`config.mk`:
```
export PLATFORM = sky130hd
export DESIGN_NAME = fc_layer_sequencer
export DESIGN_NICKNAME = d
export VERILOG_FILES = /design/src/rtl/fc_layer_sequencer.sv
export SDC_FILE = /design/constraint.sdc
export NUM_CORES = 1
export LEC_CHECK = 0
export BUFFER_PORTS_ARGS = -buffer_cell sky130_fd_sc_hd__buf_2
export CAP_MARGIN = 25
export CORE_AREA = 2 2 217 219
export CTS_CLUSTER_SIZE = 30
export DETAILED_ROUTE_END_ITERATION = 10
export DIE_AREA = 0 0 219 221
export PLACE_DENSITY = 0.49
export SLEW_MARGIN = 20
export SYNTH_ARGS = -nofsm -noshare
export SYNTH_HDL_FRONTEND = slang
export SYNTH_SLANG_ARGS = --single-unit
```
`constraint.sdc`:
```
create_clock -name clk -period 2.18 [get_ports clk]
set_clock_uncertainty 0.05 [all_clocks]
set_input_delay 0 -clock clk [delete_from_list [all_inputs] [get_ports clk]]
set_output_delay 0 -clock clk [all_outputs]
set_load 0.02 [all_outputs]
```
`src/rtl/fc_layer_sequencer.sv`:
```
// ----------------------------------------------------------------------------
// fc_layer_sequencer
//
// Frame controller for one fully-connected input layer. A frame reads
// INPUT_SIZE samples from an external sample memory (1-cycle read latency),
// streams them to the layer as exactly INPUT_SIZE gap-free beats, waits for
// the layer's result strobe, captures the result vector and offers it on a
// valid/ready port. Abort and timeout both route through FLUSH, which holds
// the layer's reset low for two cycles so its weight-address counter starts
// the next frame aligned.
//
// Ports
//   clk, rst_n      clock, asynchronous active-low reset
//   start, abort    frame request (IDLE only) / cancel current frame
//   busy, done, err state != IDLE / 1-cycle result-handshake pulse / sticky timeout
//   frame_cnt       completed frames, wraps
//   mem_rd_en, mem_addr, mem_rdata   sample memory read port
//   fc_rst_n, fc_valid_in, fc_data   layer reset and sample stream
//   fc_valid_out, fc_out             layer result strobe and results
//   res_valid, res_ready, res_out    captured result port
// ----------------------------------------------------------------------------
module fc_layer_sequencer #(
    parameter int NUM_NUERONS    = 8,
    parameter int INPUT_SIZE     = 16,
    parameter int DATA_WIDTH     = 8,
    parameter int ACC_WIDTH      = 32,
    parameter int TIMEOUT_CYCLES = 64,
    parameter int FRAME_CNT_W    = 16
) (
    input  logic                                 clk,
    input  logic                                 rst_n,
    input  logic                                 start,
    input  logic                                 abort,
    output logic                                 busy,
    output logic                                 done,
    output logic                                 err,
    output logic [FRAME_CNT_W-1:0]               frame_cnt,
    output logic                                 mem_rd_en,
    output logic [$clog2(INPUT_SIZE)-1:0]        mem_addr,
    input  logic signed [DATA_WIDTH-1:0]         mem_rdata,
    output logic                                 fc_rst_n,
    output logic                                 fc_valid_in,
    output logic signed [DATA_WIDTH-1:0]         fc_data,
    input  logic                                 fc_valid_out,
    input  logic [NUM_NUERONS*ACC_WIDTH-1:0]     fc_out,
    output logic                                 res_valid,
    input  logic                                 res_ready,
    output logic [NUM_NUERONS*ACC_WIDTH-1:0]     res_out
);

    localparam int ADDR_W = $clog2(INPUT_SIZE);
    // Counter holds 0..TIMEOUT_CYCLES-1; the +1 keeps the width >= 1.
    localparam int TMO_W  = $clog2(TIMEOUT_CYCLES + 1);

    localparam logic [ADDR_W-1:0] ADDR_LAST = ADDR_W'(INPUT_SIZE - 1);
    localparam logic [TMO_W-1:0]  TMO_LAST  = TMO_W'(TIMEOUT_CYCLES - 1);

    localparam logic [2:0] S_IDLE   = 3'd0;
    localparam logic [2:0] S_STREAM = 3'd1;
    localparam logic [2:0] S_WAIT   = 3'd2;
    localparam logic [2:0] S_HOLD   = 3'd3;
    localparam logic [2:0] S_FLUSH  = 3'd4;

    logic [2:0]             state_q, state_d;
    logic                   mem_rd_en_q, mem_rd_en_d;
    logic [ADDR_W-1:0]      mem_addr_q, mem_addr_d;
    logic [TMO_W-1:0]       tmo_q, tmo_d;
    logic                   flush_q, flush_d;
    logic                   err_q, err_d;
    logic                   done_q, done_d;
    logic [FRAME_CNT_W-1:0] frame_cnt_q, frame_cnt_d;
    logic                   res_valid_q, res_valid_d;
    logic                   fc_rst_n_q, fc_rst_n_d;
    logic                   fc_valid_in_q, fc_valid_in_d;
    logic                   busy_q, busy_d;
    logic                   capture;
    logic                   kill_beat;

    always_comb begin
        state_d     = state_q;
        mem_rd_en_d = mem_rd_en_q;
        mem_addr_d  = mem_addr_q;
        tmo_d       = tmo_q;
        flush_d     = flush_q;
        err_d       = err_q;
        done_d      = 1'b0;
        frame_cnt_d = frame_cnt_q;
        res_valid_d = res_valid_q;
        fc_rst_n_d  = 1'b1;
        capture     = 1'b0;
        kill_beat   = 1'b0;

        case (state_q)
            S_IDLE: begin
                if (start) begin
                    state_d = S_STREAM;
                    err_d   = 1'b0;
                end
            end
            S_STREAM: begin
                if (abort) begin
                    state_d     = S_FLUSH;
                    mem_rd_en_d = 1'b0;
                    kill_beat   = 1'b1;
                    flush_d     = 1'b0;
                    fc_rst_n_d  = 1'b0;
                end else if (!mem_rd_en_q) begin
                    // First STREAM cycle: open the read window at address 0.
                    mem_rd_en_d = 1'b1;
                    mem_addr_d  = '0;
                end else if (mem_addr_q == ADDR_LAST) begin
                    mem_rd_en_d = 1'b0;
                    tmo_d       = '0;
                    state_d     = S_WAIT;
                end else begin
                    mem_addr_d = mem_addr_q + ADDR_W'(1);
                end
            end
            S_WAIT: begin
                if (abort) begin
                    state_d    = S_FLUSH;
                    kill_beat  = 1'b1;
                    flush_d    = 1'b0;
                    fc_rst_n_d = 1'b0;
                end else if (fc_valid_out) begin
                    // Checked before the timeout so a same-cycle result wins.
                    capture     = 1'b1;
                    res_valid_d = 1'b1;
                    state_d     = S_HOLD;
                end else if (tmo_q == TMO_LAST) begin
                    err_d      = 1'b1;
                    flush_d    = 1'b0;
                    fc_rst_n_d = 1'b0;
                    state_d    = S_FLUSH;
                end else begin
                    tmo_d = tmo_q + TMO_W'(1);
                end
            end
            S_HOLD: begin
                if (abort) begin
                    res_valid_d = 1'b0;
                    state_d     = S_IDLE;
                end else if (res_ready) begin
                    res_valid_d = 1'b0;
                    done_d      = 1'b1;
                    frame_cnt_d = frame_cnt_q + FRAME_CNT_W'(1);
                    state_d     = S_IDLE;
                end
            end
            S_FLUSH: begin
                // Entry already drove fc_rst_n low for one cycle; hold one more.
                if (flush_q) begin
                    state_d = S_IDLE;
                end else begin
                    flush_d    = 1'b1;
                    fc_rst_n_d = 1'b0;
                end
            end
            default: begin
                state_d     = S_IDLE;
                mem_rd_en_d = 1'b0;
                res_valid_d = 1'b0;
            end
        endcase

        busy_d        = (state_d != S_IDLE);
        // Beat follows the read strobe by the memory latency; an abort
        // cancels the read whose data would otherwise arrive next cycle.
        fc_valid_in_d = mem_rd_en_q & ~kill_beat;
    end

    always_ff @(posedge clk or negedge rst_n) begin
        if (!rst_n) begin
            state_q       <= S_IDLE;
            mem_rd_en_q   <= 1'b0;
            mem_addr_q    <= '0;
            tmo_q         <= '0;
            flush_q       <= 1'b0;
            err_q         <= 1'b0;
            done_q        <= 1'b0;
            frame_cnt_q   <= '0;
            res_valid_q   <= 1'b0;
            fc_rst_n_q    <= 1'b0;
            fc_valid_in_q <= 1'b0;
            busy_q        <= 1'b0;
        end else begin
            state_q       <= state_d;
            mem_rd_en_q   <= mem_rd_en_d;
            mem_addr_q    <= mem_addr_d;
            tmo_q         <= tmo_d;
            flush_q       <= flush_d;
            err_q         <= err_d;
            done_q        <= done_d;
            frame_cnt_q   <= frame_cnt_d;
            res_valid_q   <= res_valid_d;
            fc_rst_n_q    <= fc_rst_n_d;
            fc_valid_in_q <= fc_valid_in_d;
            busy_q        <= busy_d;
        end
    end

    // One capture register per neuron lane.
    generate
        for (genvar gi = 0; gi < NUM_NUERONS; gi++) begin : g_lane
            logic [ACC_WIDTH-1:0] lane_q;
            always_ff @(posedge clk or negedge rst_n) begin
                if (!rst_n) begin
                    lane_q <= '0;
                end else if (capture) begin
                    lane_q <= fc_out[gi*ACC_WIDTH +: ACC_WIDTH];
                end
            end
            assign res_out[gi*ACC_WIDTH +: ACC_WIDTH] = lane_q;
        end
    endgenerate

    assign busy        = busy_q;
    assign done        = done_q;
    assign err         = err_q;
    assign frame_cnt   = frame_cnt_q;
    assign mem_rd_en   = mem_rd_en_q;
    assign mem_addr    = mem_addr_q;
    assign fc_rst_n    = fc_rst_n_q;
    assign fc_valid_in = fc_valid_in_q;
    assign fc_data     = mem_rdata;
    assign res_valid   = res_valid_q;

endmodule
```
Word-level counts from Yosys, hierarchy flattened
Index checks and enable logic that the tools add are counted.
{"block": "totals", "register_bits": 294, "latch_bits": 0, "ramBits": 0, "romBits": 0, "output_inout_bits": 291, "word_cells": 114, "n_memories": 0}
{"block": "op_classes", "n_addsub": 3, "n_mul": 0, "div": 0, "magnitude_cmp": 0, "n_eq_ne": 20, "shifts": 0, "n_mux": 53, "bitwise": 4, "n_reduce_logical": 14}
{"operator": "$mux W7", "count": 6}
{"operator": "$mux W3", "count": 10}
{"operator": "$mux W1", "count": 28}
{"operator": "$ne A2 B2 Y1 const B", "count": 11}
{"operator": "$add A16 B1 Y16 const B", "count": 1}
{"operator": "$pmux W3 S5", "count": 1}
{"operator": "$pmux W7 S2", "count": 1}
{"operator": "$ne A3 B3 Y1 const B", "count": 3}
{"operator": "$pmux W1 S3", "count": 3}
{"operator": "$mux W4", "count": 2}
{"operator": "$reduce_and A4 Y1", "count": 2}
{"operator": "$add A7 B1 Y7 const B", "count": 1}
{"operator": "$eq A7 B6 Y1 const B", "count": 1}
{"operator": "$reduce_and A7 Y1", "count": 1}
{"operator": "$eq A3 B2 Y1 const B", "count": 2}
{"operator": "$reduce_and A3 Y1", "count": 2}
{"operator": "$reduce_bool A3 Y1", "count": 2}
{"operator": "$reduce_and A5 Y1", "count": 1}
{"operator": "$add A4 B1 Y4 const B", "count": 1}
{"operator": "$eq A4 B4 Y1 const B", "count": 1}
{"operator": "$pmux W1 S2", "count": 2}
{"operator": "$reduce_bool A2 Y1", "count": 2}
{"operator": "$reduce_or A4 Y1", "count": 1}
{"operator": "$eq A3 B1 Y1 const B", "count": 1}
{"operator": "other kinds (6)", "count": 8}

Logic depth before layout (Yosys ltp)
{"block": "depth", "ltp_word": 6, "mapped_depth": 6, "ltp_nobuf": 5}

Worst setup path before layout
OpenSTA, ideal clock, no wires.
{"block": "synth_timing", "path_kind": "register to register", "startpoint": "reg mem_addr_q[0], in the netlist mem_addr[0]", "endpoint": "reg tmo_q[0]", "setup_ns": 0.125, "t_arrival_ns": 1.761, "t_required_ns": 2.005, "setup_slack_ns": 0.245, "path_stages_with_launch": 6, "cell_sequence": "dfrtp_1 > ha_1 > and4_2 > a21oi_2 > a211oi_1 > mux2_2"}
{"block": "synth_via", "elab_chain_len": 3}
{"element": "from (decl)", "line_no": "66", "text": "logic [ADDR_W-1:0] mem_addr_q, mem_addr_d;"}
{"element": "from (signal assigned)", "line_no": "189", "text": "mem_addr_q <= mem_addr_d;"}
{"element": "$eq A4 B4 Y1", "line_no": "111", "text": "end else if (mem_addr_q == ADDR_LAST) begin"}
{"element": "$ne A2 B2 Y1 (no source line)"}
{"element": "$reduce_and A7 Y1 (no source line)"}
{"element": "to (signal assigned)", "line_no": "190", "text": "tmo_q <= tmo_d;"}
{"element": "to (decl)", "line_no": "67", "text": "logic [TMO_W-1:0] tmo_q, tmo_d;"}
No other way between the ends.
A chain may end at the register's enable or synchronous reset.

Worst setup path after layout
{"block": "layout_timing", "startpoint": "reg tmo_q[0]", "endpoint": "reg err_q, in the netlist err"}
{"block": "layout_via", "elab_chain_len": 3}
{"element": "$eq A7 B6 Y1", "line_no": "130", "text": "end else if (tmo_q == TMO_LAST) begin"}
{"element": "$ne A2 B2 Y1 (no source line)"}
{"element": "$reduce_and A5 Y1 (no source line)"}
{"element": "to (signal assigned)", "line_no": "192", "text": "err_q <= err_d;"}
{"element": "to (decl)", "line_no": "69", "text": "logic err_q, err_d;"}
No other way between the ends.

==> reports/summary.md <==
### Routing
• 0 — final antenna-violating net count
• 4.11 — Vias per Instance
• 0 — number of remaining DRC errors
• 381 — number of DRC violations after detailed-routing iteration 0
• 4 — DR pass1 iterations
• 16.0 um — routed wire length per instance
• 35200 um — final routed wirelength across all metal layers
• 9020 — routed vias

### Clock tree
• 0.53 ns — clk_lat worst skew
• sky130_fd_sc_hd__clkbuf_16 — cell at the root of the clock tree
• 35 — total clock buffers created by CTS
• 2 — level count of the clock H-tree
• 294 — number of sinks on the clock net
• 0.06 ns — clock slew at reported path FFs
• 3 — number of buffers between clock root and the deepest sink
• yes — TritonCTS clock tree

### GRT
• 14.1% — total routing usage reported by global routing
• 53800 um — first-pass GRT wire length
• 1 — number of antenna violations at the first check in global routing
• 107 — maximum number of pins on one net before global-route repair
• 9735 — via count of the first global-routing pass
• 0 — leftover overflow at the end of global routing

### Layout
• 4394 — count of filler cells inserted in the layout
• 62.0% — area delta synth->final
• sky130_fd_sc_hd__buf_2, sky130_fd_sc_hd__dfrtp_1, sky130_fd_sc_hd__dlygate4sd3_1 — most used cells in the layout excluding fill and tap cells
• 2195 — filler-free cell count of the finished design
• 40.9% — core occupancy in the finished layout
• 18900 um^2 — final standard cell area without fillers
• 3860 um^2 — area occupied by multi-input gates
• sky130_fd_sc_hd__buf_2 — leading cell type in the layout, fill and taps excluded
• 7360 um^2 — area taken by flip-flops and latches
• 41.7% — proportion of layout cells with a drive suffix above 1
• 1835 — fin nets

### Power
• 12.8 mW — sum of internal, switching and leakage power
• 10.7 nW — cell leakage power
• 678 nW/um^2 — power density over the cells
• 587 uV — Max IR drop VDD

### Critical path
• 2.60 ns — data required time of the worst path
• 2.42 ns — worst path arrival time
• register to register — crit path kind
• 6 — Worst R2R Path Depth
• 6 — peak fanout along the critical path
• 0.54 ns — maximum cell stage delay along the critical path
• err — worst flop-to-flop path endpoint
• register — kind of capture point of the worst setup path
• ha_1 -> nand3_1 -> nor4_2 -> a21oi_1 -> nor2_1 -> dlygate4sd3_1 — CP Cell Sequence
• 0.18 ns — reg-to-reg slack, setup
• register — startpoint types
• tmo_q[0] — beginning of the worst register-to-register path
• sky130_fd_sc_hd__dlygate4sd3_1 — Worst path slowest cell

### Synthesis
• 16.0 um^2 — mean post-synth cell area
• 63.2% — register area share after synthesis
• 294 — Synth Register Bits
• 1001 — Syn Nets
• 0 — number of warning messages in the yosys log
• 728 — Synth Instances
• 11600 um^2 — Synth Cell Area
• 52 — count of unique library cells instantiated by Yosys

### Timing
• 52.5% — worst max-slew margin expressed relative to the limit
• 0.103 ns — tightest hold margin
• false — setup repair after global routing missed its margin
• 0 — setup-violating endpoint count in the final report
• 0 — Final Max Tran Viols
• 2.00 ns — final period demand of the worst path
• 500 MHz — fmax
• 0 ns — setup TNS
• 91.7% — period utilisation layout
• 0 — final hold viol count
• 0.180 ns — worst setup margin
• 0.712 ns — transition time of the tightest slew-check pin

### Flow run
• 0 — max-cap violations

### Placed design
• 1860 — placed cell count
• 0.186 ns — post-placement setup slack
• 0.802 — gp weighted congestion
• 544 — number of buffers inserted by port buffering
• 15000 um^2 — placed cell area
• 24900 um — detailed placer's ending HPWL

### Floorplanning
• 219 um — horizontal die dimension
• 561 — I/O pins
• 25.3% — starting utilization of the core area
• 46100 um^2 — CORE AREA
• 221 um — die outline height
• 48400 um^2 — Die ar.
• 79 — number of placement rows

### Hold path
• input port to asynchronous set/reset pin — HP Class

### Status
• finished clean — run status

[power breakdown]
| group | internal [mW] | switching (mW) | total (mW) | leakage, nW |
|---|---|---|---|---|
| clock | 3.52 | 2.27 | 5.79 | 0.544 |
| combinational | 0.722 | 0.603 | 1.33 | 6.05 |
| sequential | 5.56 | 0.104 | 5.66 | 4.09 |
| total | 9.80 | 2.97 | 12.8 | 10.7 |
[worst max-delay path, delay by kind of cell, from the launching register on]
| kind | cells | cell delay [ns] |
|---|---|---|
| fa+ha+maj | 1 | 0.19 |
| buf+inv | 1 | 0.54 |
| flops | 1 | 0.38 |
| simple gates | 3 | 0.66 |
| compound gates | 1 | 0.11 |
[worst max path at each step]
stage,start,to
global placement,tmo_q[0],tmo_q[3]
CTS,tmo_q[0],err
floorplan,mem_addr[0],tmo_q[0]
detailed placement,mem_addr[0],tmo_q[0]
finish,tmo_q[0],err
global route,tmo_q[0],tmo_q[4]
[metal layers]
| layer | wire length, um | vias up | GRT usage, % | part of all wire (%) |
|---|---|---|---|---|
| li1 | - | 4246 | - | - |
| met1 | 13500 | 4392 | 15.5 | 38 |
| met2 | 18000 | 306 | 25.6 | 51 |
| met3 | 2470 | 76 | 3.88 | 7.0 |
| met4 | 1190 | 0 | 5.65 | 3.4 |
| met5 | 0 | - | 0 | 0 |
[layout make-up]
cell class                 count  area share [%]
clock inverter                10           0.856
timing repair buffer         838            30.4
antenna                        2          0.0265
multi-input combinational    388            20.5
sequential                   294            39.0
clock buffer                  51            5.07
inverter                       5          0.0995
tap                          607            4.03
[state kept, by name, indices dropped and copies added, names as in the netlist]
signal	cells
busy	1
done	1
err	1
fc_rst_n	1
fc_valid_in	1
flush_q	1
frame_cnt	16
g_lane.lane_q	256
mem_addr	4
mem_rd_en	1
res_valid	1
state_q	3
tmo_q	7
[repair_timing]
item | in CTS | in global routing
endpoints found under the setup margin | 0 | 1
gates resized for setup | 0 | 1
hold endpoints to repair | 572 | 0
setup buffers | 0 | 0
hold buffers | 272 | 0
[cells by family (layout without fill, tap and decap cells)]
kind of cell               Yosys count  count (layout)  synth area share (%)
DFF                                294             294                  63.2
AOI/OAI and AO/OA                   30              30                  1.94
and+or+nand+nor                     76              76                  4.16
adders and majority gates            3               3                 0.323
muxes                              264             264                  25.5
xor gates and xnor gates            15              15                  1.13
other                                0               2                     0
buffers and inverters               46             904                  3.72
[synthesized netlist by cell type, drive strengths merged]
| library cell | n | share of area, % |
|---|---|---|
| a211oi | 2 | 0.13 |
| clkbuf | 1 | 0.12 |
| nor3b | 1 | 0.065 |
| dfrtp | 294 | 63 |
| nor3 | 2 | 0.18 |
| o211ai | 1 | 0.065 |
| o21ai | 7 | 0.33 |
| a211o | 1 | 0.075 |
| or2b | 2 | 0.15 |
| xor2 | 3 | 0.23 |
| ha | 3 | 0.32 |
| xnor2 | 12 | 0.90 |
| o21ba | 1 | 0.086 |
| or2 | 1 | 0.054 |
| nand2b | 5 | 0.27 |
| a21oi | 7 | 0.33 |
| a31oi | 1 | 0.054 |
| and2 | 1 | 0.075 |
| mux2i | 5 | 0.43 |
| mux2 | 259 | 25 |
| a41oi | 1 | 0.075 |
| a21o | 1 | 0.065 |
| o31a | 1 | 0.075 |
| and3 | 3 | 0.16 |
| o41ai | 1 | 0.075 |
| and2b | 2 | 0.15 |
| nand3 | 10 | 0.43 |
| nor4 | 4 | 0.47 |
| buf | 40 | 3.4 |
| and4 | 2 | 0.16 |
| or3b | 2 | 0.15 |
| nor4b | 3 | 0.48 |
| nand4 | 5 | 0.27 |
| nand2 | 27 | 0.87 |
| nor2 | 6 | 0.22 |
| inv | 5 | 0.16 |
| o31ai | 2 | 0.25 |
| a22o | 1 | 0.086 |
| a2111oi | 3 | 0.24 |
No activity file was read; power rests on OpenSTA's default activity.
